--- src/rtl/lsu_mem_master_pkg.sv ---
// Shared types, size codes and size helpers for the load/store unit.
package lsu_mem_master_pkg;

    localparam int LANES = 4;

    typedef enum logic [1:0] {
        LSU_IDLE  = 2'd0,
        LSU_BEAT0 = 2'd1,
        LSU_BEAT1 = 2'd2,
        LSU_RESP  = 2'd3
    } lsu_state_t;

    localparam logic [2:0] FUNCT3_BYTE          = 3'b000;
    localparam logic [2:0] FUNCT3_HALF          = 3'b001;
    localparam logic [2:0] FUNCT3_WORD          = 3'b010;
    localparam logic [2:0] FUNCT3_BYTE_UNSIGNED = 3'b100;
    localparam logic [2:0] FUNCT3_HALF_UNSIGNED = 3'b101;

    // Stores only come in signed sizes; loads also have the unsigned variants.
    function automatic logic size_legal(input logic write, input logic [2:0] size);
        logic ok;
        ok = (size == FUNCT3_BYTE) || (size == FUNCT3_HALF) || (size == FUNCT3_WORD);
        if (!write) begin
            ok = ok || (size == FUNCT3_BYTE_UNSIGNED) || (size == FUNCT3_HALF_UNSIGNED);
        end
        return ok;
    endfunction

    // Byte-lane mask of an access before it is shifted to its offset.
    function automatic logic [LANES-1:0] size_mask(input logic [2:0] size);
        logic [LANES-1:0] mask;
        case (size[1:0])
            2'b00:   mask = 4'b0001;
            2'b01:   mask = 4'b0011;
            default: mask = 4'b1111;
        endcase
        return mask;
    endfunction

    // Only word accesses off a word boundary and halves at offset 3 cross into the next word.
    function automatic logic is_misaligned(input logic [2:0] size, input logic [1:0] off);
        return ((size == FUNCT3_WORD) && (off != 2'b00)) ||
               ((size[1:0] == 2'b01) && (off == 2'b11));
    endfunction

endpackage

--- src/rtl/lsu_mem_master_if.sv ---
// Word-wide data-memory bus with req/ack handshake and byte strobes.
interface lsu_mem_master_if #(
    parameter int ADDR_SIZE = 32,
    parameter int WORD_LEN  = 32
);
    logic                 memReq;
    logic                 memWe;
    logic [ADDR_SIZE-1:0] memAddr;
    logic [3:0]           memWStrb;
    logic [WORD_LEN-1:0]  memWData;
    logic                 memAck;
    logic [WORD_LEN-1:0]  memRData;

    modport master (
        output memReq, memWe, memAddr, memWStrb, memWData,
        input  memAck, memRData
    );

    modport slave (
        input  memReq, memWe, memAddr, memWStrb, memWData,
        output memAck, memRData
    );
endinterface

--- src/rtl/lsu_mem_master_lane_align.sv ---
// Lane steering: store strobes/data per beat and extraction/extension of load data.
module lsu_lane_align
    import lsu_mem_master_pkg::*;
#(
    parameter int WORD_LEN = 32
) (
    input  logic [2:0]          size,
    input  logic [1:0]          offset,
    input  logic                beat,
    input  logic [WORD_LEN-1:0] store_data,
    input  logic [WORD_LEN-1:0] lo_word,
    input  logic [WORD_LEN-1:0] hi_word,
    output logic [3:0]          strb,
    output logic [WORD_LEN-1:0] wdata,
    output logic [WORD_LEN-1:0] load_data
);

    logic [7:0]            strb_wide;
    logic [2*WORD_LEN-1:0] data_wide;
    logic [WORD_LEN-1:0]   load_word;

    // Shift across a two-word window; beat 0 takes the low word, beat 1 the spill-over.
    always_comb begin
        strb_wide = {4'b0000, size_mask(size)} << offset;
        data_wide = {{WORD_LEN{1'b0}}, store_data} << {offset, 3'b000};
        strb      = beat ? strb_wide[7:4] : strb_wide[3:0];
        wdata     = beat ? data_wide[2*WORD_LEN-1:WORD_LEN] : data_wide[WORD_LEN-1:0];
        load_word = WORD_LEN'({hi_word, lo_word} >> {offset, 3'b000});
        case (size)
            FUNCT3_BYTE:          load_data = {{(WORD_LEN-8){load_word[7]}}, load_word[7:0]};
            FUNCT3_BYTE_UNSIGNED: load_data = {{(WORD_LEN-8){1'b0}}, load_word[7:0]};
            FUNCT3_HALF:          load_data = {{(WORD_LEN-16){load_word[15]}}, load_word[15:0]};
            FUNCT3_HALF_UNSIGNED: load_data = {{(WORD_LEN-16){1'b0}}, load_word[15:0]};
            default:              load_data = load_word;
        endcase
    end

endmodule

--- src/rtl/lsu_mem_master.sv ---
// Load/store unit master: one MEM-stage access at a time, split into one or two bus beats.
module lsu_mem_master
    import lsu_mem_master_pkg::*;
#(
    parameter int ADDR_SIZE        = 32,
    parameter int WORD_LEN         = 32,
    parameter bit ALLOW_MISALIGNED = 1'b1
) (
    input  logic                 clk,
    input  logic                 rst_n,
    input  logic                 reqValid,
    input  logic                 reqWrite,
    input  logic [2:0]           unitSize,
    input  logic [ADDR_SIZE-1:0] addr,
    input  logic [WORD_LEN-1:0]  writeData,
    input  logic [ADDR_SIZE-1:0] pc_MEM,
    output logic                 busy,
    output logic                 respValid,
    output logic [WORD_LEN-1:0]  readData,
    output logic                 fault,
    lsu_mem_master_if.master     mem
);

    lsu_state_t          state;
    logic                write_q;
    logic                split_q;
    logic [2:0]          size_q;
    logic [1:0]          off_q;
    logic [WORD_LEN-1:0] wdata_q;
    logic [WORD_LEN-1:0] beat0_word;

    logic [2:0]          align_size;
    logic [1:0]          align_off;
    logic                align_beat;
    logic [WORD_LEN-1:0] align_store;
    logic [WORD_LEN-1:0] align_lo;
    logic [WORD_LEN-1:0] align_hi;
    logic [3:0]          align_strb;
    logic [WORD_LEN-1:0] align_wdata;
    logic [WORD_LEN-1:0] align_load;

    logic                 accept_legal;
    logic                 accept_mis;
    logic [ADDR_SIZE-1:0] word_addr;
    logic                 unused_pc;

    assign accept_legal = size_legal(reqWrite, unitSize);
    assign accept_mis   = is_misaligned(unitSize, addr[1:0]);
    assign word_addr    = {addr[ADDR_SIZE-1:2], 2'b00};
    assign unused_pc    = ^pc_MEM;

    // Stall the accepting cycle combinationally, then for as long as a bus beat is outstanding.
    assign busy = (state == LSU_IDLE) ? (reqValid && rst_n) : (state != LSU_RESP);

    // Feed the aligner live inputs while accepting, the latched request afterwards.
    always_comb begin
        align_size  = size_q;
        align_off   = off_q;
        align_store = wdata_q;
        align_beat  = 1'b1;
        align_lo    = mem.memRData;
        align_hi    = '0;
        if (state == LSU_IDLE) begin
            align_size  = unitSize;
            align_off   = addr[1:0];
            align_store = writeData;
            align_beat  = 1'b0;
        end
        if (state == LSU_BEAT1) begin
            align_lo = beat0_word;
            align_hi = mem.memRData;
        end
    end

    lsu_lane_align #(.WORD_LEN(WORD_LEN)) u_align (
        .size       (align_size),
        .offset     (align_off),
        .beat       (align_beat),
        .store_data (align_store),
        .lo_word    (align_lo),
        .hi_word    (align_hi),
        .strb       (align_strb),
        .wdata      (align_wdata),
        .load_data  (align_load)
    );

    // Access FSM with registered bus and response outputs.
    always_ff @(posedge clk or negedge rst_n) begin
        if (!rst_n) begin
            state        <= LSU_IDLE;
            mem.memReq   <= 1'b0;
            mem.memWe    <= 1'b0;
            mem.memAddr  <= '0;
            mem.memWStrb <= '0;
            mem.memWData <= '0;
            respValid    <= 1'b0;
            fault        <= 1'b0;
            readData     <= '0;
            write_q      <= 1'b0;
            split_q      <= 1'b0;
            size_q       <= '0;
            off_q        <= '0;
            wdata_q      <= '0;
            beat0_word   <= '0;
        end else begin
            case (state)
                LSU_IDLE: begin
                    if (reqValid) begin
                        write_q <= reqWrite;
                        size_q  <= unitSize;
                        off_q   <= addr[1:0];
                        wdata_q <= writeData;
                        split_q <= accept_mis;
                        if (!accept_legal || (accept_mis && !ALLOW_MISALIGNED)) begin
                            state     <= LSU_RESP;
                            respValid <= 1'b1;
                            fault     <= 1'b1;
                        end else begin
                            state        <= LSU_BEAT0;
                            mem.memReq   <= 1'b1;
                            mem.memWe    <= reqWrite;
                            mem.memAddr  <= word_addr;
                            mem.memWStrb <= reqWrite ? align_strb : 4'b0000;
                            mem.memWData <= reqWrite ? align_wdata : '0;
                        end
                    end
                end
                LSU_BEAT0: begin
                    if (mem.memAck) begin
                        if (split_q) begin
                            state        <= LSU_BEAT1;
                            beat0_word   <= mem.memRData;
                            mem.memAddr  <= mem.memAddr + ADDR_SIZE'(4);
                            mem.memWStrb <= write_q ? align_strb : 4'b0000;
                            mem.memWData <= write_q ? align_wdata : '0;
                        end else begin
                            state        <= LSU_RESP;
                            mem.memReq   <= 1'b0;
                            mem.memWe    <= 1'b0;
                            mem.memWStrb <= '0;
                            mem.memWData <= '0;
                            respValid    <= 1'b1;
                            if (!write_q) begin
                                readData <= align_load;
                            end
                        end
                    end
                end
                LSU_BEAT1: begin
                    if (mem.memAck) begin
                        state        <= LSU_RESP;
                        mem.memReq   <= 1'b0;
                        mem.memWe    <= 1'b0;
                        mem.memWStrb <= '0;
                        mem.memWData <= '0;
                        respValid    <= 1'b1;
                        if (!write_q) begin
                            readData <= align_load;
                        end
                    end
                end
                default: begin
                    state     <= LSU_IDLE;
                    respValid <= 1'b0;
                    fault     <= 1'b0;
                end
            endcase
        end
    end

endmodule
--- src/flat_wrapper.sv ---
// flat-port wrapper written by rule: the top's interface ports become plain ports
module lsu_mem_master_flat import lsu_mem_master_pkg::*;
#(
    parameter int ADDR_SIZE        = 32,
    parameter int WORD_LEN         = 32,
    parameter bit ALLOW_MISALIGNED = 1'b1
)
  (clk, rst_n, reqValid, reqWrite, unitSize, addr, writeData, pc_MEM, busy, respValid, readData, fault, mem_memReq, mem_memWe, mem_memAddr, mem_memWStrb, mem_memWData, mem_memAck, mem_memRData);
  lsu_mem_master_if #(.ADDR_SIZE(ADDR_SIZE), .WORD_LEN(WORD_LEN)) mem_i ();
  input  logic clk;
  input  logic rst_n;
  input  logic reqValid;
  input  logic reqWrite;
  input  logic [2:0] unitSize;
  input  logic [ADDR_SIZE-1:0] addr;
  input  logic [WORD_LEN-1:0] writeData;
  input  logic [ADDR_SIZE-1:0] pc_MEM;
  output logic busy;
  output logic respValid;
  output logic [WORD_LEN-1:0] readData;
  output logic fault;
  output wire logic [$bits(mem_i.memReq)-1:0] mem_memReq;
  output wire logic [$bits(mem_i.memWe)-1:0] mem_memWe;
  output wire logic [$bits(mem_i.memAddr)-1:0] mem_memAddr;
  output wire logic [$bits(mem_i.memWStrb)-1:0] mem_memWStrb;
  output wire logic [$bits(mem_i.memWData)-1:0] mem_memWData;
  input wire logic [$bits(mem_i.memAck)-1:0] mem_memAck;
  input wire logic [$bits(mem_i.memRData)-1:0] mem_memRData;
  assign mem_memReq = mem_i.memReq;
  assign mem_memWe = mem_i.memWe;
  assign mem_memAddr = mem_i.memAddr;
  assign mem_memWStrb = mem_i.memWStrb;
  assign mem_memWData = mem_i.memWData;
  assign mem_i.memAck = mem_memAck;
  assign mem_i.memRData = mem_memRData;
  lsu_mem_master #(.ADDR_SIZE(ADDR_SIZE), .WORD_LEN(WORD_LEN), .ALLOW_MISALIGNED(ALLOW_MISALIGNED)) u_core (.clk(clk), .rst_n(rst_n), .reqValid(reqValid), .reqWrite(reqWrite), .unitSize(unitSize), .addr(addr), .writeData(writeData), .pc_MEM(pc_MEM), .busy(busy), .respValid(respValid), .readData(readData), .fault(fault), .mem(mem_i));
endmodule
--- config.mk ---
export PLATFORM = sky130hd
export DESIGN_NAME = lsu_mem_master_flat
export DESIGN_NICKNAME = d
export VERILOG_FILES = /design/src/rtl/lsu_mem_master_pkg.sv /design/src/rtl/lsu_mem_master_if.sv /design/src/rtl/lsu_mem_master_lane_align.sv /design/src/rtl/lsu_mem_master.sv /design/src/flat_wrapper.sv
export SDC_FILE = /design/constraint.sdc
export NUM_CORES = 1
export LEC_CHECK = 0
export CORE_AREA = 2 2 215 133
export CTS_CLUSTER_DIAMETER = 200
export DETAILED_ROUTE_END_ITERATION = 6
export DIE_AREA = 0 0 217 135
export PLACE_DENSITY_LB_ADDON = 0.05
export SLEW_MARGIN = 20
export SYNTH_ARGS = -nofsm -noshare
export SYNTH_HDL_FRONTEND = slang
export SYNTH_SLANG_ARGS = --single-unit
--- constraint.sdc ---
create_clock -name clk -period 6.65 [get_ports clk]
set_clock_uncertainty 0.1 [all_clocks]
set_input_delay 1.33 -clock clk [delete_from_list [all_inputs] [get_ports clk]]
set_output_delay 1.33 -clock clk [all_outputs]
set_load 0.01 [all_outputs]
==> run metrics <==
vias 8380; gr ovfl total 0; post-synthesis sequential area ratio 44.4%; largest family of logic cells by synthesized area compound AO/OA/AOI/OAI gates; min-delay worst type reg -> reg; syn avg cell area 10.1 sq um; Resized cells post-CTS 0; relative slew slack a little under a third; filler instances 2622; Synth Area in Adders 0.665%; clock buffer depth 2; Post-synth ARST share 100%; mux contribution to synthesized area 18.1%; layout cells sized above 1 14.0%; Vias/cell 5.65; Hold-fix buffers, CTS 0; final hold slack 0.384 ns; Yosys Warn Count 0; Core Box Area 27200 sq um; Synth Area in Compound Gates 19.3%; TritonCTS buffer count 17; Skew-Pair Late Insertion Delay 0.45 ns; flops & latches, synth 167; Tmin final between 4 and 5 ns; DR iter-0 viols 573; Mapped Area about 9400 sq um; drc violations 0; kind of critical path reg -> out; number of max-cap violations 0; Die ar. slightly below 30000 sq um; Netlist cell types 70; Area Growth Syn to Fin 32.4%; Crit. End Element primary output; Critical Path Fanout Max 27; PD cells 538 nW/um^2; Overall Global Routing Usage a little under a quarter; worst endpoint required time approximately 5.2 ns; P_leak 5.04 nW; Design Power about 6.7 mW; number of setup violations in the final report 0; Final Max Slew Viols 0; Post-CTS Setup Bufs 0; # clock sinks 167; Site Rows 47; status completed; die outline height 135 microns; DRT Wirelength about 33000 microns; Final #Nets approximately 1200; vias in the first global route roughly 8000; Root Driver clkbuf_16; cells after synthesis 928; # port buffers 206; XOR/XNOR Fraction of Synth Area 0%; Data arrival, critical path around 2.8 ns; FMAX 0.236 GHz; startpoint types flip-flop; VDD IR max about 0.00018 V; Sequential Area 4180 sq um; Slew @ Worst Pin between 1 and 1.5 ns; simple logic cell fraction of the synthesized area 13.5%; # H-tree levels 4; area of the multi-input gates just under 5000 sq um; first-pass GRT wire length slightly above 50000 microns; Setup TNS Final 0 ns; Post-synth EDFFs 0; final hold vios 0; remaining antenna violation count after routing 0; CTS tree built; drt first pass iters 5; GPL Wtd Cong around 0.84; Initial Utilization between 30% and 40%; RSZ-0062 raised after global routing no; dominant synthesized flop cell dfrtp_1; DIE WIDTH 217 microns; hpwl dp 23600 microns; wire length per cell 22.5 microns; post-route clock period utilization 63.7%; I/O pin cnt 241; CTS clock-pin slew for the worst setup and hold paths roughly 0.07 ns; initial antenna violation count 1; largest net degree at the start of global routing 62
==> synthesized netlist by cell type (7+ instances only) <==
master	count	area (sq um)
nand2_1	92	345
nand3b_1	12	90.1
buf_1	8	30.0
a22o_1	10	87.6
dfrtp_1	167	4180
inv_1	8	30.0
and3_1	10	62.6
nor3_1	11	55.1
nand4_1	7	43.8
a211oi_1	10	75.1
mux2_2	75	845
o22ai_1	25	156
mux4_2	9	203
buf_2	17	85.1
a311o_1	9	90.1
nor2b_1	10	62.6
o21ai_0	53	265
a221oi_1	7	61.3
nand3_1	49	245
o221ai_1	8	70.1
nor2_1	38	143
mux2i_1	62	621
clkbuf_1	41	154
o31ai_1	11	82.6
a21oi_1	60	300
o32a_1	7	70.1
a22oi_1	16	120
==> stage by stage <==
stage | area (sq um) | std cells | utilization (%) | worst slack [ns]
6_report | 12500 | 1484 | 45.9 | 2.41
5_1_grt | 12500 | 1483 | 45.8 | 2.18
4_1_cts | 12500 | 1483 | 45.8 | 2.38
3_5_place_dp | 11800 | 1451 | 43.4 | 1.94
3_3_place_gp | 11800 | 1451 | 43.4 | 1.95
2_1_floorplan | 9410 | 929 | - | 3.53
==> critical path: stages, from the launching register on <==
cell             delay, ns
dfrtp_1               0.42
inv_1                 0.10
ha_2                  0.63
buf_4                 0.41
nand3_1               0.10
o21ai_0               0.11
clkdlybuf4s50_1       0.57
==> cell type report <==
cell class | instances | share of cell area (%)
Antenna cell | 1 | 0.0201
Tap cell | 367 | 3.69
Sequential cell | 167 | 33.5
Clock inverter | 14 | 1.84
Timing Repair Buffer | 229 | 17.9
Clock buffer | 18 | 3.53
Multi-Input combinational cell | 680 | 39.2
Inverter | 8 | 0.241
==> cell families after synthesis <==
| group | Yosys count |
|---|---|
| AO/OA/AOI/OAI | 268 |
| adder cells (fa/ha/maj) | 5 |
| buffers and inverters | 82 |
| flip-flops | 167 |
| multiplexers | 148 |
| other | 1 |
| AND/OR/NAND/NOR | 257 |
==> where the power goes <==
part / leakage, nW / switching [mW] / total (mW) / internal (mW)
Combinational: 2.66 / 1.93 / 3.57 / 1.64
Clock: 0.325 / 0.450 / 1.16 / 0.711
Sequential: 2.05 / 0.459 / 1.97 / 1.52
==> layout by cell type (no fill, tap or decap), types with 9 or more instances in the layout <==
master and instances:
mux4_2 9, a22o_1 10, a21oi_1 60, a211oi_1 10, nand3b_1 12, nand2_1 92, clkdlybuf4s50_1 205, nor2b_1 10
and3_1 10, nor3_1 10, mux2i_1 62, mux2_2 75, a311o_1 9, o22ai_1 25, buf_4 23, a22oi_1 16
nand3_1 49, dfrtp_1 167, clkbuf_16 17, nor2_1 38, o31ai_1 11, o21ai_0 52
==> registers in the layout, indices dropped and copies added (netlist names) <==
register,flops
u_core.mem.memAddr,30
u_core.fault,1
u_core.off_q,2
u_core.mem.memWe,1
u_core.mem.memWStrb,4
u_core.beat0_word,32
u_core.split_q,1
u_core.write_q,1
u_core.size_q,3
u_core.state,2
u_core.wdata_q,24
u_core.respValid,1
u_core.readData,32
u_core.mem.memWData,32
u_core.mem.memReq,1
==> per-layer routing <==
metal | vias to the layer above | wire length (microns) | GRT usage, %
met4 | 0 | 375 | 5.37
li1 | 3891 | - | -
met2 | 270 | 13400 | 30.1
met5 | - | 0 | 0
met3 | 29 | 2400 | 5.95
met1 | 4190 | 17300 | 37.2
==> path summary, 6_finish.rpt <==
check                      slack [ns]                             endpoint                                start  cells after the start
min                              0.38  u_core.mem.memWData[23]$_DFFE_PN0P_  u_core.mem.memWData[23]$_DFFE_PN0P_                      2
min in group asynchronous        0.71  u_core.mem.memWData[20]$_DFFE_PN0P_                                rst_n                      1
max reg2reg                      2.89      u_core.readData[26]$_DFFE_PN0P_          u_core.state[1]$_DFFE_PN0P_                      7
min reg2reg                      0.38  u_core.mem.memWData[23]$_DFFE_PN0P_  u_core.mem.memWData[23]$_DFFE_PN0P_                      2
max in group asynchronous        3.72       u_core.wdata_q[14]$_DFFE_PN0P_                                rst_n                      3
max                              2.41                                 busy          u_core.state[1]$_DFFE_PN0P_                      6
No activity file was read; power rests on OpenSTA's default activity.
